## src/rtl/alu_issue_ctrl_if.sv

```systemverilog
// Decode-to-ALU issue bundle: request handshake, operands, flush and registered response.
// master = decode side, slave = issue controller.
interface alu_issue_ctrl_if;
   logic        req_valid;
   logic        req_ready;
   logic [4:0]  opcode;
   logic [31:0] a;
   logic [31:0] b;
   logic [31:0] imm;
   logic        flush;
   logic        resp_valid;
   logic [31:0] result;
   logic [1:0]  flags;
   logic        busy;

   modport master (
      output req_valid, opcode, a, b, imm, flush,
      input  req_ready, resp_valid, result, flags, busy
   );

   modport slave (
      input  req_valid, opcode, a, b, imm, flush,
      output req_ready, resp_valid, result, flags, busy
   );
endinterface

```

## src/rtl/alu_issue_ctrl.sv

```systemverilog
// Issue controller for the shared ALU: single-cycle ops back-to-back, DIV as a
// multi-cycle restoring divider that holds off new requests until done.
module alu_issue_ctrl #(
   parameter int unsigned DIV_ITERS = 32
) (
   input  logic             clk,
   input  logic             rst,
   alu_issue_ctrl_if.slave  bus
);
   localparam int unsigned DW    = 32;
   localparam int unsigned CNT_W = $clog2(DIV_ITERS);
   localparam logic [CNT_W-1:0] LAST_STEP = CNT_W'(DIV_ITERS - 2);
   localparam logic [CNT_W-1:0] DONE_CNT  = CNT_W'(DIV_ITERS - 1);

   localparam logic [4:0] OP_ADD   = 5'b00010;
   localparam logic [4:0] OP_ADDI  = 5'b00011;
   localparam logic [4:0] OP_SUB   = 5'b00100;
   localparam logic [4:0] OP_SUBI  = 5'b00101;
   localparam logic [4:0] OP_MUL   = 5'b00110;
   localparam logic [4:0] OP_MOVEH = 5'b00111;
   localparam logic [4:0] OP_DIV   = 5'b01000;
   localparam logic [4:0] OP_AND   = 5'b01010;
   localparam logic [4:0] OP_ANDI  = 5'b01011;
   localparam logic [4:0] OP_OR    = 5'b01100;
   localparam logic [4:0] OP_ORI   = 5'b01101;
   localparam logic [4:0] OP_NOT   = 5'b01110;
   localparam logic [4:0] OP_XOR   = 5'b10000;
   localparam logic [4:0] OP_XORI  = 5'b10001;
   localparam logic [4:0] OP_CMP   = 5'b10010;
   localparam logic [4:0] OP_ST    = 5'b11100;
   localparam logic [4:0] OP_LD    = 5'b11101;
   localparam logic [4:0] OP_MOVEL = 5'b11110;

   typedef enum logic {S_IDLE, S_DIV_RUN} state_e;

   state_e           state_q, state_d;
   logic [DW-1:0]    rem_q, rem_d, quo_q, quo_d, dvs_q, dvs_d;
   logic [CNT_W-1:0] cnt_q, cnt_d;
   logic [DW-1:0]    result_q, result_d;
   logic [1:0]       flags_q, flags_d;
   logic             resp_q, resp_d;
   logic             busy_q;

   logic [DW-1:0]    x, y, alu_res;
   logic             accept;
   logic [DW-1:0]    st_r, st_q, st_d, step_r, step_q;
   logic [DW:0]      sh;
   logic             ge;

   assign accept = (state_q == S_IDLE) && bus.req_valid && !bus.flush;

   // Operand selection per opcode
   always_comb begin
      x = bus.a;
      y = bus.b;
      unique case (bus.opcode)
         OP_ST:                                       begin x = bus.b;   y = bus.imm;        end
         OP_LD, OP_ADDI, OP_SUBI, OP_ANDI, OP_ORI,
         OP_XORI:                                     begin x = bus.a;   y = bus.imm;        end
         OP_MOVEL:                                    begin x = bus.imm; y = 32'h0000_FFFF;  end
         OP_MOVEH:                                    begin x = bus.imm; y = 32'hFFFF_0000;  end
         default:                                     begin x = bus.a;   y = bus.b;          end
      endcase
   end

   always_comb begin
      alu_res = '0;
      unique case (bus.opcode)
         OP_ADD, OP_ADDI, OP_ST, OP_LD:        alu_res = x + y;
         OP_SUB, OP_SUBI, OP_CMP:              alu_res = x - y;
         OP_MUL:                               alu_res = x * y;
         OP_AND, OP_ANDI, OP_MOVEL, OP_MOVEH:  alu_res = x & y;
         OP_OR, OP_ORI:                        alu_res = x | y;
         OP_XOR, OP_XORI:                      alu_res = x ^ y;
         OP_NOT:                               alu_res = ~x;
         default:                              alu_res = '0;
      endcase
   end

   // One restoring-division step; the first step is folded into the DIV accept
   // so the quotient is ready one cycle before the controller returns to IDLE.
   assign st_r   = (state_q == S_IDLE) ? '0 : rem_q;
   assign st_q   = (state_q == S_IDLE) ? x  : quo_q;
   assign st_d   = (state_q == S_IDLE) ? y  : dvs_q;
   assign sh     = {st_r, st_q[DW-1]};
   assign ge     = sh >= {1'b0, st_d};
   assign step_r = ge ? DW'(sh - {1'b0, st_d}) : sh[DW-1:0];
   assign step_q = {st_q[DW-2:0], ge};

   always_ff @(posedge clk) begin
      if (rst) begin
         state_q  <= S_IDLE;
         rem_q    <= '0;
         quo_q    <= '0;
         dvs_q    <= '0;
         cnt_q    <= '0;
         result_q <= '0;
         flags_q  <= 2'b01;
         resp_q   <= 1'b0;
         busy_q   <= 1'b0;
      end else begin
         state_q  <= state_d;
         rem_q    <= rem_d;
         quo_q    <= quo_d;
         dvs_q    <= dvs_d;
         cnt_q    <= cnt_d;
         result_q <= result_d;
         flags_q  <= flags_d;
         resp_q   <= resp_d;
         busy_q   <= (state_d == S_DIV_RUN);
      end
   end

   always_comb begin
      state_d = state_q;
      unique case (state_q)
         S_IDLE:    if (accept && bus.opcode == OP_DIV) state_d = S_DIV_RUN;
         S_DIV_RUN: if (bus.flush || cnt_q == DONE_CNT) state_d = S_IDLE;
         default:   state_d = S_IDLE;
      endcase
   end

   // Datapath and response updates; flush suppresses both accept and DIV completion
   always_comb begin
      rem_d    = rem_q;
      quo_d    = quo_q;
      dvs_d    = dvs_q;
      cnt_d    = cnt_q;
      result_d = result_q;
      flags_d  = flags_q;
      resp_d   = 1'b0;
      unique case (state_q)
         S_IDLE: begin
            if (accept) begin
               if (bus.opcode == OP_DIV) begin
                  rem_d = step_r;
                  quo_d = step_q;
                  dvs_d = y;
                  cnt_d = '0;
               end else begin
                  result_d = alu_res;
                  flags_d  = {alu_res[DW-1], alu_res == '0};
                  resp_d   = 1'b1;
               end
            end
         end
         S_DIV_RUN: begin
            if (!bus.flush && cnt_q != DONE_CNT) begin
               rem_d = step_r;
               quo_d = step_q;
               cnt_d = cnt_q + CNT_W'(1);
               if (cnt_q == LAST_STEP) begin
                  result_d = step_q;
                  flags_d  = {step_q[DW-1], step_q == '0};
                  resp_d   = 1'b1;
               end
            end
         end
         default: ;
      endcase
   end

   assign bus.req_ready  = (state_q == S_IDLE) && !rst;
   assign bus.resp_valid = resp_q;
   assign bus.result     = result_q;
   assign bus.flags      = flags_q;
   assign bus.busy       = busy_q;
endmodule
```

## src/flat_wrapper.sv

```systemverilog
// flat-port wrapper written by rule: the top's interface ports become plain ports
module alu_issue_ctrl_flat 
#(
   parameter int unsigned DIV_ITERS = 32
)
  (clk, rst, bus_req_valid, bus_opcode, bus_a, bus_b, bus_imm, bus_flush, bus_req_ready, bus_resp_valid, bus_result, bus_flags, bus_busy);
  alu_issue_ctrl_if bus_i ();
  input  logic clk;
  input  logic rst;
  input wire logic [$bits(bus_i.req_valid)-1:0] bus_req_valid;
  input wire logic [$bits(bus_i.opcode)-1:0] bus_opcode;
  input wire logic [$bits(bus_i.a)-1:0] bus_a;
  input wire logic [$bits(bus_i.b)-1:0] bus_b;
  input wire logic [$bits(bus_i.imm)-1:0] bus_imm;
  input wire logic [$bits(bus_i.flush)-1:0] bus_flush;
  output wire logic [$bits(bus_i.req_ready)-1:0] bus_req_ready;
  output wire logic [$bits(bus_i.resp_valid)-1:0] bus_resp_valid;
  output wire logic [$bits(bus_i.result)-1:0] bus_result;
  output wire logic [$bits(bus_i.flags)-1:0] bus_flags;
  output wire logic [$bits(bus_i.busy)-1:0] bus_busy;
  assign bus_i.req_valid = bus_req_valid;
  assign bus_i.opcode = bus_opcode;
  assign bus_i.a = bus_a;
  assign bus_i.b = bus_b;
  assign bus_i.imm = bus_imm;
  assign bus_i.flush = bus_flush;
  assign bus_req_ready = bus_i.req_ready;
  assign bus_resp_valid = bus_i.resp_valid;
  assign bus_result = bus_i.result;
  assign bus_flags = bus_i.flags;
  assign bus_busy = bus_i.busy;
  alu_issue_ctrl #(.DIV_ITERS(DIV_ITERS)) u_core (.clk(clk), .rst(rst), .bus(bus_i));
endmodule
```

## config.mk

```make
export PLATFORM = sky130hd
export DESIGN_NAME = alu_issue_ctrl_flat
export DESIGN_NICKNAME = d
export VERILOG_FILES = /design/src/rtl/alu_issue_ctrl_if.sv /design/src/rtl/alu_issue_ctrl.sv /design/src/flat_wrapper.sv
export SDC_FILE = /design/constraint.sdc
export NUM_CORES = 2
export LEC_CHECK = 0
export CORE_UTILIZATION = 50
export DETAILED_ROUTE_END_ITERATION = 10
export GPL_ROUTABILITY_DRIVEN = 0
export PLACE_DENSITY_LB_ADDON = 0.2
export REMOVE_ABC_BUFFERS = 1
export SLEW_MARGIN = 20
export SYNTH_ARGS = -nofsm -noshare
export SYNTH_HDL_FRONTEND = slang
export SYNTH_SLANG_ARGS = --single-unit
```

## constraint.sdc

```tcl
create_clock -name clk -period 10.7 [get_ports clk]
set_input_delay 2.14 -clock clk [delete_from_list [all_inputs] [get_ports clk]]
set_output_delay 2.14 -clock clk [all_outputs]
set_load 0.05 [all_outputs]
```

==> impl_results.md <==
* Post-synth top area cell: fa_1
* CP Class: in -> reg
* Mean Syn Cell Area at 8.09 um2
* Vias in the first global route at around 29000
* Max Cap Viol at 0
* Worst R2R End: u_core.rem_q[0]
* Core Rows at 87
* Root buffer cell: clkbuf_16
* Final setup skew at approximately 11 ps
* Pre-antenna DRT Iters at 9
* Layout cells sized above 1 at 0.203
* Synthesized cell area at 0.0287 mm2
* CTS sink cnt at between 100 and 150
* Chip height at about 240 um
* Reg clk slew, reported paths at about 60 ps
* Pin count of the biggest net entering global routing at approximately 80
* Vias per cell at 6.06
* Slowest stage cell, crit path: fa_2
* First-pass GRT wire length at roughly 170 mm
* CTS H-tree lvls at 4
* Yosys cell types at a little under 100
* Worst slew pin tran at 1100 ps
* Hpwl dp at approximately 91 mm
* Hold crit path type: reg -> reg
* Final nets at 4820
* Core Util, Final at 0.645
* Synth Register Bits at ~140
* Initial Util at 0.508
* Crit-path max FO at 7
* # setup viols final at 0
* Flop2flop setup slack at between 4000 and 5000 ps
* Area Overhead vs Synth at 27.1%
* Max Fclk at 93.7 MHz
* Routed Antenna Nets at 0
* CP endpoint kind: flip-flop
* CP arrival at approximately 11000 ps
* Via count at ~29000
* Yosys Warn Count at 0
* Period utilisation layout at 0.997
* Grt total ovfl at 0
* Hold Fails Final Rpt at 0
* Slew HR at 0.264
* Core area at ~0.056 mm2
* DRT Wirelength at between 100 and 150 mm
* Initial antenna violation count at 5
* # fillers at ~4800
* Hold slack at 447 ps
* Top FF cell, synth: dfxtp_1
* WP data required at approximately 11000 ps
* Synth top cells by count: 486 x nand2_1, 423 x nor2_1, 410 x fa_1
* Ys async rst share at 0
* Most frequent cell after synthesis: nand2_1
* Crit path largest cell delay at about 600 ps
* Worst hold stages at 2
* Yosys top cell area share at 0.286
* PortBufs at roughly 140
* Avg WL per Cell at about 24 um
* Run status: finished clean
* Slew Limit Fails at 0
* Worst r2r path cells at 17
* Residual DRC count at 0
* Ports at 142
* Seq/Total Area, Yosys at 0.0949
* Initial DRC Count at 2987
* Synth Instances at approximately 3500
* Worst-Skew Late Latency at 440 ps
* Tmin final at about 11000 ps
* RR Startpoint: u_core.bus.busy
* CTS tree: built
* Number of flops mapped to enable cells by yosys at 0
* RSZ-0062 raised after global routing: true
* Clock buffer count from CTS at 17
* Die Width at 241 um
* Startpoint types: primary input
* Total die area at 0.0583 mm2
* GRT Util Overall at 0.402
* Clock tree buffer depth at 2
* Top cells by area, synth: fa_1 29%, ha_1 11%, dfxtp_1 9.5%
* Hold Path Sink: u_core.bus.result[17]
* Hold_sp: u_core.bus.result[17]
## layout by cell type (no fill, tap or decap), types with 40 or more instances in the layout
master / instances
xnor2_1: 107
nor3_1: 48
nand4_1: 42
clkdlybuf4s50_1: 135
and2_1: 44
nand2b_1: 42
ha_1: 232
o211ai_1: 51
a21oi_1: 173
nand2_1: 473
dfxtp_1: 135
buf_12: 40
fa_1: 375
o21ai_0: 99
a211oi_1: 59
nor2_1: 420
inv_1: 360
buf_4: 509
a21o_1: 48
## final cells by class
class	count	area [um2]	share of cell area
Multi-Input combinational cell	2783	24300	0.666
Timing Repair Buffer	709	6320	0.173
Sequential cell	136	2730	0.0748
Inverter	404	1550	0.0426
Tap cell	756	946	0.0260
Clock buffer	19	443	0.0122
Clock inverter	13	169	0.00463
Antenna cell	3	7.51	0.000206
## state kept, by name (all words and copies together), names as in the netlist
name                   count
u_core.bus.busy            1
u_core.bus.flags           1
u_core.bus.resp_valid      1
u_core.bus.result         32
u_core.cnt_q               5
u_core.dvs_q              32
u_core.quo_q              32
u_core.rem_q              32
## cell families (layout without fill, tap and decap cells)
| logic type | Yosys count | count (layout) | share of synthesized area |
|---|---|---|---|
| flip-flops | 136 | 136 | 0.0949 |
| other | 0 | 3 | 0 |
| AND/OR/NAND/NOR | 1229 | 1229 | 0.189 |
| buffers and inverters | 627 | 1145 | 0.0853 |
| AO/OA/AOI/OAI | 715 | 715 | 0.176 |
| multiplexers | 32 | 32 | 0.0112 |
| XOR/XNOR | 143 | 143 | 0.0464 |
| adder cells (fa/ha/maj) | 664 | 664 | 0.397 |
## through the flow
| step | setup TNS [ps] | cells | cell area [um2] | setup WS (ps) |
|---|---|---|---|---|
| floorplan | -1880 | 3323 | 27700 | -934 |
| global placement | -4030 | 4732 | 34400 | -852 |
| detailed placement | -5160 | 4732 | 34400 | -1040 |
| CTS | -14.4 | 4797 | 35900 | -14.4 |
| global route | -401 | 4820 | 36400 | -186 |
| finish | 0 | 4823 | 36400 | 28.5 |
## worst max-delay path: cells and delay by family
kind	cells	cell delay (ps)
simple gates	6	910
xor+xnor	2	500
compound gates	10	2060
fa+ha+maj	9	4180
buf+inv	9	1170
## worst max path at each step
stage	startpoint	to	slack [ps]	cells past startpoint
after global placement	bus_opcode[3]	u_core.bus.result[31]	-850	38
final	bus_opcode[3]	u_core.bus.result[31]	30	36
after global routing	bus_opcode[1]	u_core.bus.result[31]	-190	39
after floorplan	bus_opcode[2]	u_core.bus.result[31]	-930	29
after CTS	bus_opcode[4]	u_core.bus.result[31]	-10	39
after detailed placement	bus_opcode[0]	u_core.bus.result[31]	-1040	35
## routing by layer
layer  global-route usage  share of wire
met5             0.000842       0.000095
met1                0.489           0.36
met4                0.290          0.094
met3                0.116           0.12
met2                0.609           0.43
## repair_timing
item | in CTS | in global routing
setup buffers | 29 | 24
pin swaps | 84 | 92
endpoints found under the setup margin | 6 | 6
gates cloned | 5 | 0
hold buffers | 0 | 0
gates resized for setup | 120 | 116
Power is left out: the tool's default activity adds up to more than one toggle a clock period on the data nets, which glitch-free logic cannot reach.
